### src/rtl/prio_enc_arb.sv
// Registered priority encoder / round-robin arbiter with valid/ready on both sides.
// Fixed mode picks the highest set bit; round-robin mode searches downward from ptr-1 with wrap.

module prio_hi_enc #(
  parameter int N = 8,
  parameter int W = 3
) (
  input  logic [N-1:0] vec,
  output logic [W-1:0] idx,
  output logic         any
);
  // Ascending scan so the highest set bit is the last assignment to stick.
  always_comb begin
    idx = '0;
    any = 1'b0;
    for (int k = 0; k < N; k++) begin
      if (vec[k]) begin
        idx = W'(k);
        any = 1'b1;
      end
    end
  end
endmodule

module prio_enc_arb #(
  parameter  int N = 8,
  localparam int W = $clog2(N)
) (
  input  logic         clk,
  input  logic         rst,
  input  logic [N-1:0] req_i,
  input  logic         mode_i,
  input  logic         in_valid,
  output logic         in_ready,
  output logic [W-1:0] out_idx,
  output logic [N-1:0] out_onehot,
  output logic         none,
  output logic         out_valid,
  input  logic         out_ready
);

  logic         out_valid_q, out_valid_d;
  logic [W-1:0] out_idx_q, out_idx_d;
  logic [N-1:0] out_onehot_q, out_onehot_d;
  logic         none_q, none_d;
  logic [W-1:0] ptr_q, ptr_d;

  logic [N-1:0] lo_mask;
  logic [N-1:0] lo_req;
  logic [W-1:0] lo_idx, all_idx, win_idx;
  logic         lo_any, all_any;
  logic [N-1:0] win_oh;
  logic         accept;

  // Channels strictly below ptr are searched first; if none of them request,
  // the highest request overall is necessarily in ptr..N-1, which completes the wrap.
  for (genvar k = 0; k < N; k++) begin : g_mask
    assign lo_mask[k] = (W'(k) < ptr_q);
  end

  assign lo_req = req_i & lo_mask;

  prio_hi_enc #(.N(N), .W(W)) u_lo_enc (
    .vec (lo_req),
    .idx (lo_idx),
    .any (lo_any)
  );

  prio_hi_enc #(.N(N), .W(W)) u_all_enc (
    .vec (req_i),
    .idx (all_idx),
    .any (all_any)
  );

  assign win_idx = (mode_i && lo_any) ? lo_idx : all_idx;
  assign win_oh  = all_any ? (N'(1) << win_idx) : '0;

  assign in_ready = !out_valid_q || out_ready;
  assign accept   = in_valid && in_ready;

  always_comb begin
    out_valid_d  = out_valid_q;
    out_idx_d    = out_idx_q;
    out_onehot_d = out_onehot_q;
    none_d       = none_q;
    ptr_d        = ptr_q;
    if (accept) begin
      out_valid_d  = 1'b1;
      out_idx_d    = all_any ? win_idx : '0;
      out_onehot_d = win_oh;
      none_d       = !all_any;
      if (mode_i && all_any) ptr_d = win_idx;
    end else if (out_ready) begin
      out_valid_d = 1'b0;
    end
  end

  always_ff @(posedge clk or posedge rst) begin
    if (rst) begin
      out_valid_q  <= 1'b0;
      out_idx_q    <= '0;
      out_onehot_q <= '0;
      none_q       <= 1'b0;
      ptr_q        <= '0;
    end else begin
      out_valid_q  <= out_valid_d;
      out_idx_q    <= out_idx_d;
      out_onehot_q <= out_onehot_d;
      none_q       <= none_d;
      ptr_q        <= ptr_d;
    end
  end

  assign out_valid  = out_valid_q;
  assign out_idx    = out_idx_q;
  assign out_onehot = out_onehot_q;
  assign none       = none_q;

endmodule
### config.mk
export PLATFORM = sky130hd
export DESIGN_NAME = prio_enc_arb
export DESIGN_NICKNAME = d
export VERILOG_FILES = /design/src/rtl/prio_enc_arb.sv
export SDC_FILE = /design/constraint.sdc
export NUM_CORES = 1
export LEC_CHECK = 0
export CAP_MARGIN = 10
export CORE_MARGIN = 2
export CORE_UTILIZATION = 47
export DETAILED_ROUTE_END_ITERATION = 6
export GPL_TIMING_DRIVEN = 0
export MAX_ROUTING_LAYER = met4
export PLACE_DENSITY = 0.79
export SYNTH_ARGS = -nofsm -noshare
export SYNTH_HDL_FRONTEND = slang
export SYNTH_SLANG_ARGS = --single-unit
### constraint.sdc
create_clock -name clk -period 3.1 [get_ports clk]
set_input_delay 0.31 -clock clk [delete_from_list [all_inputs] [get_ports clk]]
set_output_delay 0.31 -clock clk [all_outputs]
set_load 0.1 [all_outputs]
==> flow_summary.toml <==
[run_status]
status = "completed"

[yosys]
synth_commonest_cells = "nand2_1 (18), dfrtp_1 (16), o41ai_1 (8), nand2b_1 (5)"
yosys_warnings = 0
synthCells = 99
synth_top_area_cell = "dfrtp_1"
ys_seq_elements = 16
syn_nets = 112
synthArstFlopShare_pct = 100
synth.area.top_cells = "dfrtp_1 (43%), o41ai_1 (7.6%), nand2_1 (7.3%)"
synth-main-ff-cell = "dfrtp_1"
synth.most_common_cell = "nand2_1"
syn_avg_cell_area_um2 = 9.35
synth_enable_flop_cells = 0
ys_types = 33
yosysSeqAreaShare_pct = 43.2
netlist_area_um2 = 926
synth_top_cell_area_share_pct = 43.2

[power]
vdd_drop_max_v = 0.000600
sequentialPowerShare_pct = 28.4
power.share.switching_pct = 50.7
power_density_nw_per_um2 = 775
p_leak_nw = 0.536
combPwrFrac_pct = 58.4
power.internal_w = 0.000480
power_switching_w = 0.000494
p_total_w = 0.000974
clkPwrFrac_pct = 13.3

[sta]
tightest_slew_ns = 0.973
post-route-period-util_pct = 79.1
max_slew_margin_pct = 34.9
fmax_mhz = 408
hold_viol = 0
rsz0062_at_grt = "false"
period_minus_slack_ns = 2.45
setup_viol = 0
clock-skew-final_ns = 0.00325
finalMaxSlewViolations = 0
fin_setup_tns_ns = 0

[worst_setup_path]
end_kind = "output port"
critical_path_required_ns = 2.79
crit_fanout = 6
cp-start-kind = "input pin"
critPathKind = "in -> out"
crit_arrival_ns = 2.14

[clock_tree]
hold_buffers = 0
cts_tree = "built"
insertion_delay_ns = 0.28
clockBufferDepth = 2
clkTransAtPathRegs_ns = 0.08
h-tree-depth = 1
cts_buffers = 3
post-cts-setup-buffers = 0
root_buffer = "clkbuf_4"
cts_sinks = 16
cts_resized = 0

[die]
dieWidth_um = 48.4
num_rows = 16
start_util_pct = 48.7
die_height_um = 48.4
die-area_um2 = 2340
coreArea_um2 = 1900
ios = 27

[routing]
ant_nets = 0
vias_per_cell = 5.61
drcViolationCount = 0
firstDrtPassIters = 4
drt_iter0_markers = 26
wire_per_inst_um = 13.7
wl_um = 2140
vias = 875

[global_route]
grt_usage_pct = 19.4
antenna_found_initial = 0
grt.overflow.total = 0
grt_max_degree = 17
grt_pass1_wl_um = 3530
grt_pass1_vias = 787

[place]
dpl.hpwl_um = 1640
place.gp.congestion = 0.764
numPortBuffers = 26
place_area_um2 = 1220

[cells_and_area]
antenna_cells = 0
layout.nets = 143
final_cell_area_um2 = 1260
layout-drive-gt1-share_pct = 12.4
syn2layout_area_growth_pct = 35.7

[job]
maxCapViolCount = 0

[hold_path]
hold_path_class = "in -> async"
[worst paths after layout]
path / end / slack, ns / start / cells past startpoint
worst max-delay path: in_ready / 0.65 / out_ready / 3
worst min-delay path: out_onehot[7]$_DFFE_PP0P_ / 0.38 / rst / 2
worst max register to register: out_onehot[1]$_DFFE_PP0P_ / 0.98 / ptr_q[0]$_DFFE_PP0P_ / 6
worst min register to register: out_onehot[7]$_DFFE_PP0P_ / 0.48 / out_onehot[7]$_DFFE_PP0P_ / 2
max in group asynchronous: out_idx[0]$_DFFE_PP0P_ / 2.35 / rst / 2
min in group clk: out_onehot[7]$_DFFE_PP0P_ / 0.48 / out_onehot[7]$_DFFE_PP0P_ / 2
[flip-flops by register name (all words and copies together), names as in the netlist]
| name | cells |
|---|---|
| ptr_q | 3 |
| out_idx | 3 |
| none | 1 |
| out_valid | 1 |
| out_onehot | 8 |
[cell type report]
class / instances / area, µm²
Inverter: 4 / 15.0
Buffer: 5 / 28.8
Tap cell: 27 / 33.8
Clock buffer: 4 / 36.3
Fill cell: 155 / 646
Multi-Input combinational cell: 74 / 482
Timing Repair Buffer: 26 / 260
Sequential cell: 16 / 400
[worst max-delay path, cell delays in order]
cell,delay (ns)
clkdlybuf4s50_1,0.45
nand2b_1,0.21
clkdlybuf4s50_1,1.17
[through the flow]
stage	utilization, %	hold slack [ns]	setup slack [ns]	instances
6_report	66.1	0.379	0.649	156
5_1_grt	66.1	0.465	0.607	156
4_1_cts	66.1	0.395	0.653	156
3_5_place_dp	64.1	0.463	0.595	152
3_3_place_gp	64.1	0.460	0.656	152
2_1_floorplan	-	0.224	0.396	99
[layout by cell type, fill, tap and decap left out, types with 2 or more instances in the layout]
master / n
a21oi_1: 3
a31oi_1: 2
buf_2: 2
clkbuf_1: 2
clkbuf_4: 3
clkdlybuf4s50_1: 26
dfrtp_1: 16
inv_1: 4
mux2_2: 2
nand2_1: 18
nand2b_1: 5
nand3_1: 2
nand4_1: 2
nor2_1: 4
o211a_1: 2
o211ai_1: 3
o21ai_0: 4
o31ai_1: 4
o41ai_1: 8
[power by group through the flow]
stage | logic (W) | registers [W] | clock network (W)
floorplan | 0.000178 | 0.000531 | 0
global placement | 0.000561 | 0.000279 | 0
detailed placement | 0.000566 | 0.000281 | 0
CTS | 0.000569 | 0.000277 | 0.000135
global route | 0.000597 | 0.000282 | 0.000143
finish | 0.000568 | 0.000276 | 0.000129
[kinds of logic (layout without fill, tap and decap cells)]
family	Yosys count	in the layout	synth area share, %
simple gates	38	38	21.2
flops	16	16	43.2
mux	3	3	3.51
buf+inv	9	39	4.73
compound gates	33	33	27.3
[routing by layer]
layer  track usage [%]  routed length, µm  vias up
met5                 -                  0        -
met4              2.86                  7        0
met3              5.25                102        2
met2              31.0               1040       20
met1              25.7                986      415
li1                  -                  -      438
No activity file was read; power rests on OpenSTA's default activity.
